$ cat src/rtl/branch_update_pkg.sv
// branch_update_pkg: shared address width, counter constants and prediction-queue entry type
package branch_update_pkg;
    localparam int ADDR_WIDTH = 16;
    localparam logic [1:0] CNT_INIT = 2'b01;
    localparam logic [1:0] CNT_MAX = 2'b11;
    typedef struct packed {
        logic [ADDR_WIDTH-1:0] pc;
        logic [ADDR_WIDTH-1:0] target;
        logic taken;
    } pred_entry_t;
    function automatic logic [1:0] cnt_next(input logic [1:0] c, input logic taken);
        return taken ? (c == CNT_MAX ? CNT_MAX : c + 2'd1) : (c == 2'd0 ? 2'd0 : c - 2'd1);
    endfunction
endpackage

$ cat src/rtl/pred_fifo.sv
// pred_fifo: in-order queue of outstanding branch predictions; clear empties it and drops any push
module pred_fifo
    import branch_update_pkg::*;
#(
    parameter int DEPTH = 4,
    localparam int AW = $clog2(DEPTH)
) (
    input  logic        clk,
    input  logic        reset,
    input  logic        push,
    input  logic        pop,
    input  logic        clear,
    input  pred_entry_t din,
    output pred_entry_t dout,
    output logic        full,
    output logic        empty
);
    pred_entry_t mem [DEPTH];
    logic [AW-1:0] rd_ptr, wr_ptr;
    logic [AW:0] count;
    logic do_push, do_pop;
    assign full = count == (AW+1)'(DEPTH);
    assign empty = count == '0;
    assign do_push = push && !full;
    assign do_pop = pop && !empty;
    assign dout = mem[rd_ptr];
    always_ff @(posedge clk or negedge reset)
        if (!reset) begin
            count <= '0;
            rd_ptr <= '0;
            wr_ptr <= '0;
            for (int i = 0; i < DEPTH; i++) mem[i] <= '0;
        end else if (clear) begin
            count <= '0;
            rd_ptr <= '0;
            wr_ptr <= '0;
        end else begin
            if (do_push) mem[wr_ptr] <= din;
            if (do_push) wr_ptr <= wr_ptr + AW'(1);
            if (do_pop) rd_ptr <= rd_ptr + AW'(1);
            count <= count + (AW+1)'(do_push) - (AW+1)'(do_pop);
        end
endmodule

$ cat src/rtl/branch_update.sv
// branch_update: resolves queued predictions against execute results, trains 2-bit counters,
// and emits target-buffer updates and mispredict flushes one cycle after each pop
module branch_update
    import branch_update_pkg::*;
#(
    parameter int DEPTH = 4,
    parameter int CNT_ENTRIES = 8
) (
    input  logic                  clk,
    input  logic                  reset,
    input  logic                  pred_push,
    input  logic [ADDR_WIDTH-1:0] pred_pc,
    input  logic [ADDR_WIDTH-1:0] pred_target,
    input  logic                  pred_taken,
    output logic                  pred_ready,
    input  logic                  res_valid,
    input  logic                  res_taken,
    input  logic [ADDR_WIDTH-1:0] res_target,
    output logic                  btb_write,
    output logic [ADDR_WIDTH-1:0] btb_key,
    output logic [ADDR_WIDTH-1:0] btb_val,
    output logic                  btb_hit,
    output logic                  flush,
    output logic [ADDR_WIDTH-1:0] redirect,
    output logic                  err
);
    localparam int IW = $clog2(CNT_ENTRIES);
    pred_entry_t din, head;
    logic full, empty, pop, mispredict, upd_write;
    logic [IW-1:0] idx;
    logic [1:0] cnt [CNT_ENTRIES];
    logic [1:0] cnt_upd;
    assign din = '{pc: pred_pc, target: pred_target, taken: pred_taken};
    assign pred_ready = !full;
    assign pop = res_valid && !empty;
    assign mispredict = (res_taken != head.taken) || (res_taken && res_target != head.target);
    assign upd_write = res_taken || head.taken;
    assign idx = head.pc[IW-1:0];
    assign cnt_upd = cnt_next(cnt[idx], res_taken);
    pred_fifo #(.DEPTH(DEPTH)) u_fifo (
        .clk(clk),
        .reset(reset),
        .push(pred_push),
        .pop(res_valid),
        .clear(pop && mispredict),
        .din(din),
        .dout(head),
        .full(full),
        .empty(empty)
    );
    always_ff @(posedge clk or negedge reset)
        if (!reset) begin
            for (int i = 0; i < CNT_ENTRIES; i++) cnt[i] <= CNT_INIT;
            btb_write <= 1'b0;
            btb_key <= '0;
            btb_val <= '0;
            btb_hit <= 1'b0;
            flush <= 1'b0;
            redirect <= '0;
            err <= 1'b0;
        end else begin
            btb_write <= pop && upd_write;
            flush <= pop && mispredict;
            err <= err || (res_valid && empty);
            if (pop) cnt[idx] <= cnt_upd;
            if (pop && upd_write) begin
                btb_key <= head.pc;
                btb_val <= res_taken ? res_target : head.target;
                btb_hit <= cnt_upd[1];
            end
            if (pop && mispredict) redirect <= res_taken ? res_target : head.pc + 1'b1;
        end
endmodule

$ cat config.mk
export PLATFORM = sky130hd
export DESIGN_NAME = branch_update
export DESIGN_NICKNAME = d
export VERILOG_FILES = /design/src/rtl/branch_update_pkg.sv /design/src/rtl/pred_fifo.sv /design/src/rtl/branch_update.sv
export SDC_FILE = /design/constraint.sdc
export NUM_CORES = 1
export LEC_CHECK = 0
export CORE_AREA = 3 3 121 147
export CTS_BUF_LIST = sky130_fd_sc_hd__clkbuf_16
export DETAILED_ROUTE_END_ITERATION = 6
export DIE_AREA = 0 0 124 150
export DONT_BUFFER_PORTS = 1
export GPL_TIMING_DRIVEN = 0
export PLACE_DENSITY = 0.77
export SYNTH_ARGS = -nofsm -noshare
export SYNTH_HDL_FRONTEND = slang
export SYNTH_HIERARCHICAL = 1
export SYNTH_SLANG_ARGS = --single-unit
export TNS_END_PERCENT = 50
$ cat constraint.sdc
create_clock -name clk -period 8.05 [get_ports clk]
set_input_delay 0.4025 -clock clk [delete_from_list [all_inputs] [get_ports clk]]
set_output_delay 0.4025 -clock clk [all_outputs]
set_load 0.005 [all_outputs]
* Yosys cells after proc, flatten, opt, wreduce, memory -nomap -nowiden
Index checks and enable logic that the tools add are counted. W data, S select, Z words.
Storage, ports and cells: output and inout bits 53, logic and storage cells 90, register bits 207
Cells by class: reductions and logical operators 18, order comparisons 5, multiplexer cells 22, bitwise operators 4, $add $sub $neg 7, eq/ne operators 4
Operators by type and width (count):
- $bwmux W132 | 1
- $mux W33 | 3
- $bmux W33 S2 | 1
- $demux W33 S2 | 1
- $mux W16 | 2
- $mux W2 | 10
- $add A16 B1 Y16 const B | 1
- $bwmux W16 | 1
- $ne A16 B16 Y1 | 1
- $logic_and A1 B1 Y1 | 8
- $add A2 B1 Y2 const B | 3
- $bmux W2 S3 | 1
- $demux W2 S3 | 1
- $ge A3 B3 Y1 const B | 2
- $not A2 Y3 | 2
- $ge A4 B4 Y1 const B | 1
- $lt A4 B1 Y1 const B | 1
- $not A3 Y4 | 1
- $reduce_bool A2 Y1 | 2
- $add A3 B1 Y3 | 1
- $eq A3 B3 Y1 const B | 1
- $logic_not A3 Y1 | 1
- $logic_or A1 B1 Y1 | 3
- $lt A3 B1 Y1 const B | 1
- 9 further kinds | 10

* Longest topological paths before layout
depth in word-level cells 12, depth in mapped cells 14

* By module
The synthesis kept the hierarchy.
By module, submodules not included:
- pred_fifo | instances 1, area an instance 6771.5 um^2, cells an instance 369
- branch_update | instances 1, area an instance 3389.5 um^2, cells an instance 304

* Worst setup path after synthesis
Ideal clock, no wire load.
path type register to register, from reg u_fifo.rd_ptr[0], to reg u_fifo/mem[103] in the netlist's numbering, required time 7.925 ns, stages on the path, launching flop included 15, slack 4.304 ns, data arrival time 3.621 ns, buffers on the path 6, setup time 0.125 ns, path through dfrtp_1 > buf_2 > buf_2 > mux4_2 > xnor2_1 > nand4_1 > o41ai_1 > a21oi_1 > buf_2 > buf_2 > and2b_2 > and3_1 > buf_6 > buf_12 > mux2_4
RTL lines:
- from (decl) | RTL line pred_fifo.sv:19 | logic [AW-1:0] rd_ptr, wr_ptr;
- from (signal assigned) | RTL line pred_fifo.sv:40 | if (do_pop) rd_ptr <= rd_ptr + AW'(1);
- to (signal, indexed assignment) | RTL line pred_fifo.sv:38 | if (do_push) mem[wr_ptr] <= din;
- to (decl) | RTL line pred_fifo.sv:18 | pred_entry_t mem [DEPTH];

==> impl_results.md <==
* Hpwl dp at 16,100 um
* RSZ-0062 raised after global routing: false
* Post-synthesis xor/xnor area fraction at 2.67%
* Global-route wire length before repair at 35,800 um
* Final layout net count at 761
* Post-CTS sizing at 0
* WL final at 22,900 um
* Final period util at 60.9%
* Std cell rows at 52
* Final setup margin at 3150 ps
* Mux cell area share after synthesis at 33.3%
* Post-route cell area at 11,100 um^2
* Detailed Routing Iterations Pass 1 at 5
* Simple-gate share of the synthesized area at 5.04%
* Worst Setup Start Kind: flop
* Mapped Cells at 673
* Port Buf Inserts at 0
* Clk Latency, worst-skew pair at 500 ps
* Layout cell share with drive strength beyond 1 at 40.6%
* Crit end category: flop
* Pre-CTS setup slack at 3260 ps
* Sw frac at 33.6%
* Critical path's slowest cell: a21oi_1
* Cell variety after synth at 41
* Max incr delay on CP at 780 ps
* Worst reg-to-reg path cell count at 14
* Post-route ant nets at 0
* Post-Syn Area at 10,200 um^2
* Hold-fix buffers, CTS at 1
* Worst-case clock buffer depth at 3
* Final hold slack at -117 ps
* Post-synthesis sequential area ratio at 51.1%
* CP required at 8430 ps
* Slew @ Worst Pin at 1130 ps
* Clk root buf: clkbuf_16
* Initial antenna violation count at 1
* Cell-internal power at 3.35 mW
* Final Wtd Congestion at 0.888
* Avg Vias per Cell at 6.10
* Post-synth EDFFs at 0
* Total number of vias at 5,679
* Final Max Tran Viols at 0
* Core area at 16,700 um^2
* Vias in the first global route at 6,349
* Crit Path Max Fanout at 11
* LEAKAGE at 4.79 nW
* Combinational family with the most area after synthesis: multiplexers
* CP Class: reg2reg
* Critical-path cell list: clkbuf_1 -> buf_1 -> mux4_2 -> xnor2_1 -> nand4_1 -> o41ai_1 -> a21oi_1 -> buf_2 -> buf_2 -> and2b_2 -> and3_1 -> buf_6 -> buf_12 -> mux2_4
* Syn Area/Cell at 15.1 um^2
* Die Span X at 124 um
* Top Ports at 107
* Most used DFF post-synth: dfrtp_1
* Max cap viols at 0
* Fin crit period at 4900 ps
* Logic pwr share at 43.1%
* Worst vdd ir at 238 uV
* Final Hold Vio Count at 31
* Flop pwr share at 37.9%
* Setup violators final at 0
* Htree depth at 1
* Clock Skews at 14.3 ps
* Max Clock Freq at 204 MHz
* Hold Crit Class: in2async
* Compound-Gate Fraction of Synth Area at 2.22%
* Violated checks: hold timing
* Worst reg-to-reg setup slack at 3150 ps
* Chip Height at 150 um
* Clock share of power at 19.0%
* Reg clk slew, reported paths at 60 ps
* CTS Buf Count at 22
* Syn_nets at 736
* Capture point of the worst reg-to-reg path: u_fifo/mem[116]
* WL/cell at 24.6 um
* Synth Register Bits at 207
* Gr usage total at 25.2%
* Die area at 18,600 um^2
* Worst Path Arrival at 5280 ps
* Yosys synthesis warning count at 6
* Number of cells after detailed placement at 889
* Sw power at 1.70 mW
* Clk sinks at 207
* DP Area at 10,400 um^2
* Critical Path Most Common Cell: buf_2
* Run status: finished, violations left
* RR Startpoint: u_fifo/rd_ptr[1]
* Total gr overflow at 0
* Cell Pwr Density at 453 nW/um^2
* Postcts setup bufs at 0
* Rel. slew slack at 24.4%
* CTS tree: done
* DRC Markers at 0
* TNS Setup at 0 ps
* Largest net degree at the start of global routing at 208
* DR iter-0 viols at 408
* Ys async rst share at 100%
* Area Overhead vs Synth at 9.70%
* Post-route insts no fill at 931
* Starting density of the core at 61.0%
* Adder-Cell Fraction of Synth Area at 1.40%
power groups by stage:
stage               clock [mW]  combinational (mW)  sequential [mW]
floorplan                    0                1.75             1.79
global placement             0                2.08             1.87
detailed placement           0                2.15             1.92
CTS                      0.975                2.18             1.91
global route              1.02                2.32             1.97
finish                   0.961                2.18             1.92
cell type report:
class	count	area (um^2)
diodes	1	2.50
inverters	13	48.8
clock inverters	17	110
clock buffers	23	576
well taps	216	270
plain buffers	40	384
multi-input cells	413	4540
repair buffers	1	27.5
fillers	1190	5510
flip-flops and latches	207	5190
placed cells by master (no fill, tap or decap), types with 6 or more instances in the layout:
master | synthesis | routed
dfrtp_1 | 199 | 199
mux2_4 | 120 | 120
mux2_2 | 65 | 65
nand2_1 | 38 | 38
mux4_2 | 37 | 37
nor2_1 | 30 | 30
xnor2_1 | 27 | 27
clkbuf_16 | 0 | 23
inv_1 | 13 | 16
clkbuf_1 | 15 | 15
o21ai_0 | 15 | 15
a31oi_1 | 15 | 15
buf_12 | 12 | 12
ha_1 | 8 | 8
dfstp_2 | 8 | 8
nand4_1 | 7 | 7
buf_2 | 7 | 7
nor3_1 | 7 | 7
nand3_1 | 7 | 7
clkinv_1 | 0 | 6
metal layers:
layer / track usage, % / share of wire [%] / up-vias
met4: 6.63 / 2.2 / 0
met3: 6.77 / 8.1 / 38
met5: 0 / 0 / -
met1: 32.7 / 40 / 2966
li1: - / - / 2472
met2: 41.9 / 49 / 203
synthesized netlist by cell type (all sizes together), types with 3 or more instances:
library cell	n	share of area, %
a31oi	15	0.92
nand3	7	0.34
nor2	30	1.1
o21ai	15	0.74
dfstp	8	2.1
nor3	7	0.34
mux4	37	8.2
nand4	7	0.43
nand2	38	1.4
a21oi	3	0.15
clkbuf	15	0.55
nand3b	3	0.22
nor4	3	0.18
inv	13	0.48
xor2	4	0.34
and3	4	0.25
dfrtp	199	49
mux2	185	25
xnor2	27	2.3
ha	8	0.99
buf	25	3.2
critical path, delay by kind of cell, from the launching register on:
kind	cells	cell delay, ps
mux	2	770
buf+inv	6	2070
simple gates	3	580
compound gates	2	860
flops	1	320
xor+xnor	1	150
cells by family (layout without fill, tap and decap cells):
| group | count (synthesis) | count (layout) |
|---|---|---|
| mux | 224 | 224 |
| buf+inv | 53 | 94 |
| other cells | 0 | 1 |
| xor+xnor | 31 | 31 |
| simple gates | 109 | 109 |
| flops | 207 | 207 |
| fa+ha+maj | 11 | 11 |
| compound gates | 38 | 38 |
flip-flops by register name (all words and copies together), names as in the netlist:
name and cells:
btb_key 16, err 1, u_fifo/wr_ptr 2, flush 1, btb_hit 1, btb_val 16
u_fifo/count 3, btb_write 1, u_fifo/rd_ptr 2, redirect 16, cnt 16, u_fifo/mem 132
stage by stage:
stage	total power [mW]	utilization [%]
floorplan	3.54	-
global placement	3.95	62.6
detailed placement	4.06	62.6
CTS	5.07	66.9
global route	5.31	66.9
finish	5.05	66.9
worst max path at each step:
| stage | from | end | slack [ps] | cells past startpoint |
|---|---|---|---|---|
| detailed placement | u_fifo/rd_ptr[1] | u_fifo/mem[76] | 3260 | 14 |
| global route | u_fifo/rd_ptr[1] | u_fifo/mem[127] | 2980 | 14 |
| global placement | u_fifo/rd_ptr[1] | u_fifo/mem[72] | 3400 | 14 |
| CTS | u_fifo/rd_ptr[1] | u_fifo/mem[90] | 3230 | 14 |
| floorplan | u_fifo/rd_ptr[0] | u_fifo/mem[103] | 4300 | 14 |
| finish | u_fifo/rd_ptr[1] | u_fifo/mem[116] | 3150 | 14 |
No activity file was read; power rests on OpenSTA's default activity.
